**src/rtl/vga_pkg.sv**
```systemverilog
// Shared VGA timing and colour definitions for the pixel sources and videosyncs.
package vga_pkg;

  localparam int VGA_H_ACTIVE = 640;
  localparam int VGA_V_ACTIVE = 480;

  localparam int R_W     = 3;
  localparam int G_W     = 3;
  localparam int B_W     = 2;
  localparam int COLOR_W = R_W + G_W + B_W;

  typedef struct packed {
    logic [R_W-1:0] r;
    logic [G_W-1:0] g;
    logic [B_W-1:0] b;
  } rgb_t;

  localparam logic [COLOR_W-1:0] COLOR_BLACK    = 8'b000_000_00;
  localparam logic [COLOR_W-1:0] COLOR_RED      = 8'b111_000_00;
  localparam logic [COLOR_W-1:0] COLOR_DIM_BLUE = 8'b000_000_01;

  // Half-open span test [lo, lo+len) with one guard bit so lo+len never wraps.
  function automatic logic in_span(input logic [9:0] p, input logic [9:0] lo, input int len);
    logic [10:0] hi;
    hi = {1'b0, lo} + 11'(len);
    return ({1'b0, p} >= {1'b0, lo}) && ({1'b0, p} < hi);
  endfunction

endpackage

```
**src/rtl/bouncing_box_if.sv**
```systemverilog
// Pixel bus between videosyncs (master: counters, vsync) and a pixel source (slave: colour).
interface bouncing_box_if;
  import vga_pkg::*;

  logic [9:0]     xpos;
  logic [9:0]     ypos;
  logic           vsync;
  logic [R_W-1:0] red;
  logic [G_W-1:0] green;
  logic [B_W-1:0] blue;

  modport master (output xpos, ypos, vsync, input red, green, blue);
  modport slave  (input xpos, ypos, vsync, output red, green, blue);
endinterface

```
**src/rtl/box_axis.sv**
```systemverilog
// One axis of the bouncing box: position, direction and clamp/reflect on each move.
module box_axis #(
  parameter int LIM  = 608,
  parameter int INIT = 100,
  parameter int STEP = 2
) (
  input  logic       clk,
  input  logic       rst,
  input  logic       move,
  output logic [9:0] pos,
  output logic       dir,
  output logic       hit
);

  logic [10:0] up_w;
  logic [9:0]  pos_next;

  assign up_w = {1'b0, pos} + 11'(STEP);

  // hit reflects what the next move would do from the current state.
  always_comb begin
    hit      = 1'b0;
    pos_next = pos;
    if (dir) begin
      if (up_w >= 11'(LIM)) begin
        hit      = 1'b1;
        pos_next = 10'(LIM);
      end else begin
        pos_next = up_w[9:0];
      end
    end else begin
      if ({1'b0, pos} <= 11'(STEP)) begin
        hit      = 1'b1;
        pos_next = '0;
      end else begin
        pos_next = pos - 10'(STEP);
      end
    end
  end

  always_ff @(posedge clk or posedge rst) begin
    if (rst) begin
      pos <= 10'(INIT);
      dir <= 1'b1;
    end else if (move) begin
      pos <= pos_next;
      dir <= hit ? ~dir : dir;
    end
  end

endmodule

```
**src/rtl/bouncing_box.sv**
```systemverilog
// Pixel source drawing a solid rectangle that bounces around the active area,
// repositioned only at the start of vsync so a frame never tears.
module bouncing_box
  import vga_pkg::*;
#(
  parameter int                 H_ACTIVE  = VGA_H_ACTIVE,
  parameter int                 V_ACTIVE  = VGA_V_ACTIVE,
  parameter int                 BOX_W     = 32,
  parameter int                 BOX_H     = 24,
  parameter int                 X_INIT    = 100,
  parameter int                 Y_INIT    = 100,
  parameter int                 STEP      = 2,
  parameter int                 FRAME_DIV = 1,
  parameter logic [COLOR_W-1:0] BOX_COLOR = COLOR_RED,
  parameter logic [COLOR_W-1:0] BG_COLOR  = COLOR_DIM_BLUE
) (
  input  logic                 clk,
  input  logic                 rst,
  input  logic                 enable,
  bouncing_box_if.slave        vid,
  output logic                 frame_tick,
  output logic                 bounce,
  output logic [7:0]           bounce_cnt
);

  localparam int         X_LIM    = H_ACTIVE - BOX_W;
  localparam int         Y_LIM    = V_ACTIVE - BOX_H;
  localparam logic [7:0] DIV_LAST = 8'(FRAME_DIV - 1);

  if (X_INIT < 0 || X_INIT > X_LIM) begin : g_bad_x_init
    $error("bouncing_box: X_INIT out of range");
  end
  if (Y_INIT < 0 || Y_INIT > Y_LIM) begin : g_bad_y_init
    $error("bouncing_box: Y_INIT out of range");
  end
  if (STEP <= 0 || STEP >= BOX_W || STEP >= BOX_H) begin : g_bad_step
    $error("bouncing_box: STEP out of range");
  end
  if (FRAME_DIV < 1 || FRAME_DIV > 255) begin : g_bad_div
    $error("bouncing_box: FRAME_DIV out of range");
  end

  logic       vs_d;
  logic [7:0] div_cnt;
  logic       move;
  logic       any_hit;
  logic [9:0] box_x, box_y;
  logic       dir_x, dir_y;
  logic       hit_x, hit_y;
  rgb_t       pix_next;
  rgb_t       pix_p1;

  assign move    = frame_tick && enable && (div_cnt == DIV_LAST);
  assign any_hit = hit_x || hit_y;

  box_axis #(.LIM(X_LIM), .INIT(X_INIT), .STEP(STEP)) u_axis_x (
    .clk  (clk),
    .rst  (rst),
    .move (move),
    .pos  (box_x),
    .dir  (dir_x),
    .hit  (hit_x)
  );

  box_axis #(.LIM(Y_LIM), .INIT(Y_INIT), .STEP(STEP)) u_axis_y (
    .clk  (clk),
    .rst  (rst),
    .move (move),
    .pos  (box_y),
    .dir  (dir_y),
    .hit  (hit_y)
  );

  // Frame tick, divider and bounce bookkeeping; a corner hit counts once.
  always_ff @(posedge clk or posedge rst) begin
    if (rst) begin
      vs_d       <= 1'b1;
      frame_tick <= 1'b0;
      div_cnt    <= '0;
      bounce     <= 1'b0;
      bounce_cnt <= '0;
    end else begin
      vs_d       <= vid.vsync;
      frame_tick <= vs_d && !vid.vsync;
      bounce     <= move && any_hit;
      if (move && any_hit) bounce_cnt <= bounce_cnt + 8'd1;
      if (frame_tick && enable) div_cnt <= (div_cnt == DIV_LAST) ? 8'd0 : div_cnt + 8'd1;
    end
  end

  always_comb begin
    pix_next = rgb_t'(COLOR_BLACK);
    if ({1'b0, vid.xpos} < 11'(H_ACTIVE) && {1'b0, vid.ypos} < 11'(V_ACTIVE)) begin
      if (in_span(vid.xpos, box_x, BOX_W) && in_span(vid.ypos, box_y, BOX_H))
        pix_next = rgb_t'(BOX_COLOR);
      else
        pix_next = rgb_t'(BG_COLOR);
    end
  end

  // Render stage boundary: colour for the counters sampled on this edge.
  always_ff @(posedge clk or posedge rst) begin
    if (rst) pix_p1 <= rgb_t'(COLOR_BLACK);
    else     pix_p1 <= pix_next;
  end

  assign vid.red   = pix_p1.r;
  assign vid.green = pix_p1.g;
  assign vid.blue  = pix_p1.b;

endmodule

```
**src/flat_wrapper.sv**
```systemverilog
// flat-port wrapper written by rule: the top's interface ports become plain ports
module bouncing_box_flat import vga_pkg::*;
#(
  parameter int                 H_ACTIVE  = VGA_H_ACTIVE,
  parameter int                 V_ACTIVE  = VGA_V_ACTIVE,
  parameter int                 BOX_W     = 32,
  parameter int                 BOX_H     = 24,
  parameter int                 X_INIT    = 100,
  parameter int                 Y_INIT    = 100,
  parameter int                 STEP      = 2,
  parameter int                 FRAME_DIV = 1,
  parameter logic [COLOR_W-1:0] BOX_COLOR = COLOR_RED,
  parameter logic [COLOR_W-1:0] BG_COLOR  = COLOR_DIM_BLUE
)
  (clk, rst, enable, frame_tick, bounce, bounce_cnt, vid_xpos, vid_ypos, vid_vsync, vid_red, vid_green, vid_blue);
  bouncing_box_if vid_i ();
  input  logic clk;
  input  logic rst;
  input  logic enable;
  output logic frame_tick;
  output logic bounce;
  output logic [7:0] bounce_cnt;
  input wire logic [$bits(vid_i.xpos)-1:0] vid_xpos;
  input wire logic [$bits(vid_i.ypos)-1:0] vid_ypos;
  input wire logic [$bits(vid_i.vsync)-1:0] vid_vsync;
  output wire logic [$bits(vid_i.red)-1:0] vid_red;
  output wire logic [$bits(vid_i.green)-1:0] vid_green;
  output wire logic [$bits(vid_i.blue)-1:0] vid_blue;
  assign vid_i.xpos = vid_xpos;
  assign vid_i.ypos = vid_ypos;
  assign vid_i.vsync = vid_vsync;
  assign vid_red = vid_i.red;
  assign vid_green = vid_i.green;
  assign vid_blue = vid_i.blue;
  bouncing_box #(.H_ACTIVE(H_ACTIVE), .V_ACTIVE(V_ACTIVE), .BOX_W(BOX_W), .BOX_H(BOX_H), .X_INIT(X_INIT), .Y_INIT(Y_INIT), .STEP(STEP), .FRAME_DIV(FRAME_DIV), .BOX_COLOR(BOX_COLOR), .BG_COLOR(BG_COLOR)) u_core (.clk(clk), .rst(rst), .enable(enable), .vid(vid_i), .frame_tick(frame_tick), .bounce(bounce), .bounce_cnt(bounce_cnt));
endmodule
```
**config.mk**
```make
export PLATFORM = sky130hd
export DESIGN_NAME = bouncing_box_flat
export DESIGN_NICKNAME = d
export VERILOG_FILES = /design/src/rtl/vga_pkg.sv /design/src/rtl/bouncing_box_if.sv /design/src/rtl/box_axis.sv /design/src/rtl/bouncing_box.sv /design/src/flat_wrapper.sv
export SDC_FILE = /design/constraint.sdc
export NUM_CORES = 1
export LEC_CHECK = 0
export CAP_MARGIN = 20
export CORE_UTILIZATION = 55
export DETAILED_ROUTE_END_ITERATION = 12
export GPL_TIMING_DRIVEN = 0
export PLACE_DENSITY = 0.9
export SLEW_MARGIN = 5
export SYNTH_ARGS = -nofsm -noshare
export SYNTH_HDL_FRONTEND = slang
export SYNTH_SLANG_ARGS = --single-unit
```
**constraint.sdc**
```tcl
create_clock -name clk -period 3.3 [get_ports clk]
set_input_delay 0.66 -clock clk [delete_from_list [all_inputs] [get_ports clk]]
set_output_delay 0.66 -clock clk [all_outputs]
set_load 0.05 [all_outputs]
```
==> metrics.md <==
| Metric | Value |
|---|---|
| Leakage | `1.71 nW` |
| Final Util | `67.9%` |
| Sequential fraction of the synthesis area | `29.5%` |
| Worst-Skew Late Latency | `300 ps` |
| Simple logic cell fraction of the synthesized area | `19.8%` |
| Vias post-DR | `approximately 3,200` |
| Synth warn | `0` |
| Compound-cell area share of the yosys netlist | `21.1%` |
| Main combinational cell family by area after synthesis | `compound AO/OA/AOI/OAI gates` |
| Share of cells above drive strength 1 | `a little under a tenth` |
| PD cells | `580 nW/µm²` |
| Synth area leaders | `dfrtp_1, ha_1, dfstp_2, xnor2_1, nand2_1` |
| Synth-to-Final Area Change | `16.8%` |
| Fin crit share | `a little over nine tenths` |
| CP Launch Type | `register` |
| Outcome | `completed` |
| Core Box Area | `6060 µm²` |
| Async SR Flop Fraction | `between 90% and 100%` |
| Max VDD drop | `0.000398 V` |
| Slew @ Worst Pin | `877 ps` |
| Pre-antenna DRT Iters | `5` |
| Setup TNS Final | `0 ps` |
| Critical Path Fanout Max | `9` |
| Global route total overflow | `0` |
| Largest net degree at the start of global routing | `42` |
| Routability congestion estimate | `0.973` |
| Clk buf depth | `2` |
| RSZ-0062 raised after global routing | `false` |
| Max Slew Vio Count | `0` |
| Final setup violation count | `0` |
| Clock Pin Slew Worst Setup and Hold Paths | `roughly 80 ps` |
| Total track usage | `25.6%` |
| Top-count cell post-synth | `ha_1` |
| Clock Skews | `between 8 and 9 ps` |
| H-Tree Depth | `2` |
| DPL Wire Length | `6060 µm` |
| Die H | `82.0 µm` |
| Synth Area per Inst | `8.57 µm²` |
| Initial antenna violation count | `0` |
| Mapped Area | `3520 µm²` |
| # Post-CTS Setup Buffers | `0` |
| Post-CTS sizing | `0` |
| N_diodes | `0` |
| Root Driver | `clkbuf_8` |
| Adder-cell share of the synthesized area | `about 15%` |
| Routed length per placed instance | `15.5 µm` |
| Primary FF master, synth | `dfrtp_1` |
| Maxcap violations | `0` |
| Nature of the critical path endpoint | `register` |
| Total Wirelength | `slightly above 8000 µm` |
| Via density | `~6.1` |
| CTS buffer count | `5` |
| Post-synth EDFFs | `0` |
| Die Wd | `82.0 µm` |
| CTS Sinks | `41` |
| Total power | `2.39 mW` |
| WS Path Type | `register to register` |
| Hold Crit Class | `register to register` |
| FMAX | `roughly 0.32 GHz` |
| Worst path arrival time | `3320 ps` |
| Number of global-route vias before repair | `3,069` |
| Net count, final | `523` |
| Slew headroom | `41.5%` |
| Xor and xnor area share after synthesis | `roughly 7%` |
| Io pins | `42` |
| CTS Hold Bufs | `0` |
| Final hold violation count | `0` |
| Die area | `6730 µm²` |
| Post-synth top area share | `between 20% and 30%` |
| Cells after synthesis | `411` |
| Final antenna-violating net count | `0` |
| Global-route wire length before repair | `13,400 µm` |
| Cell taking the most area after synthesis | `dfrtp_1` |
| Port Buf Inserts | `35` |
| Initial Util | `58.1%` |
| Top cells by count, synth | `ha_1, nand2_1, dfrtp_1, o21ai_0` |
| Yosys reg bits | `around 40` |
| Post-synthesis mux area share | `0.711%` |
| Synth unique cells | `62` |
| Filler cell count | `496` |
| Row Count | `28` |
| Drc violations | `0` |
| WHS | `478 ps` |
| Data required time of the worst path | `between 3000 and 4000 ps` |
| Tmin final | `3130 ps` |
| DR iter-0 viols | `168` |
| CTS tree | `built` |
==> routing by layer <==
| metal | GRT usage, % | vias to the layer above | wire length (µm) |
|---|---|---|---|
| li1 | - | 1580 | - |
| met1 | 31.0 | 1508 | 3530 |
| met2 | 45.4 | 133 | 4030 |
| met3 | 4.44 | 28 | 481 |
| met4 | 8.77 | 0 | 185 |
| met5 | 0 | - | 0 |
==> final timing paths <==
path	startpoint	end	slack (ps)	cells after the start
max in group asynchronous	rst	u_core.div_cnt[6]$_DFFE_PP0P_	1890	2
min reg2reg	u_core.bounce_cnt[7]$_DFFE_PP0P_	u_core.bounce_cnt[7]$_DFFE_PP0P_	480	1
min	u_core.bounce_cnt[7]$_DFFE_PP0P_	u_core.bounce_cnt[7]$_DFFE_PP0P_	480	1
max reg2reg	u_core.u_axis_x.pos[2]$_DFFE_PP1P_	u_core.bounce_cnt[1]$_DFFE_PP0P_	170	7
max	u_core.u_axis_x.pos[2]$_DFFE_PP1P_	u_core.bounce_cnt[1]$_DFFE_PP0P_	170	7
min in group asynchronous	rst	u_core.bounce_cnt[4]$_DFFE_PP0P_	860	2
==> report_power, final <==
group | switching (mW) | internal (mW) | leakage, nW
Sequential | 0.109 | 0.616 | 0.506
Clock | 0.193 | 0.305 | 0.0687
Combinational | 0.717 | 0.448 | 1.14
Total | 1.02 | 1.37 | 1.71
==> cell usage in the layout, fill, tap and decap left out, types with 3 or more instances in the layout <==
cell             synthesis  routed
buf_2                    5       5
clkbuf_1                15      15
clkdlybuf4s50_1          0      35
clkbuf_8                 0       5
a22oi_1                  3       3
o22ai_1                  6       6
o211ai_1                 4       4
xor2_1                   7       7
nand2_1                 39      39
nor4_1                   6       6
ha_1                    43      43
dfrtp_1                 32      32
dfstp_2                  9       9
nor2b_1                  3       3
xnor2_1                 21      21
nand3_1                 18      18
nand4_1                  9       9
a21oi_1                 26      26
buf_4                    7       7
and3_1                   6       6
o21a_1                   8       8
o21ai_0                 28      28
conb_1                   1       4
nor3_1                  14      14
or3_1                    4       4
o31ai_1                  3       3
inv_1                   26      25
nor2_1                  14      14
or4_1                    3       3
a31oi_1                  5       5
==> cells by family (layout without fill, tap and decap cells) <==
family / after synthesis / after routing
buffers and inverters: 53 / 96
other: 1 / 4
xor gates and xnor gates: 28 / 28
muxes: 2 / 2
AOI/OAI and AO/OA: 110 / 110
DFF: 41 / 41
and+or+nand+nor: 133 / 133
adders and majority gates: 43 / 43
==> state kept, by name, summed over array words and instances (netlist names) <==
name	count
u_core.vid.red	1
u_core.frame_tick	1
u_core.u_axis_y.dir	1
u_core.u_axis_x.dir	1
u_core.div_cnt	8
u_core.bounce	1
u_core.bounce_cnt	8
u_core.vid.blue	1
u_core.u_axis_y.pos	9
u_core.vs_d	1
u_core.u_axis_x.pos	9
==> per-stage QoR <==
stage	setup slack (ps)	std cells	cell area, µm²
global placement	295	524	3980
detailed placement	254	524	3980
CTS	244	532	4110
finish	173	532	4110
global route	69.8	532	4110
floorplan	560	414	3530
==> worst max-delay path, stage by stage, from the launching register on <==
cell	delay, ps
dfstp_2	580
ha_1	270
nand4_1	330
xnor2_1	220
a211oi_1	500
o311ai_2	340
a32oi_4	440
mux2_4	330
==> cell type report <==
class / count / area, µm² / share of cell area [%]
Clock inverter: 3 / 68.8 / 1.67
Inverter: 26 / 97.6 / 2.37
Buffer: 27 / 134 / 3.25
Sequential cell: 41 / 1040 / 25.2
Multi-Input combinational cell: 320 / 2260 / 55.0
Tap cell: 75 / 93.8 / 2.28
Clock buffer: 5 / 68.8 / 1.67
Timing Repair Buffer: 35 / 350 / 8.52
Power figures use the tool's default switching activity.
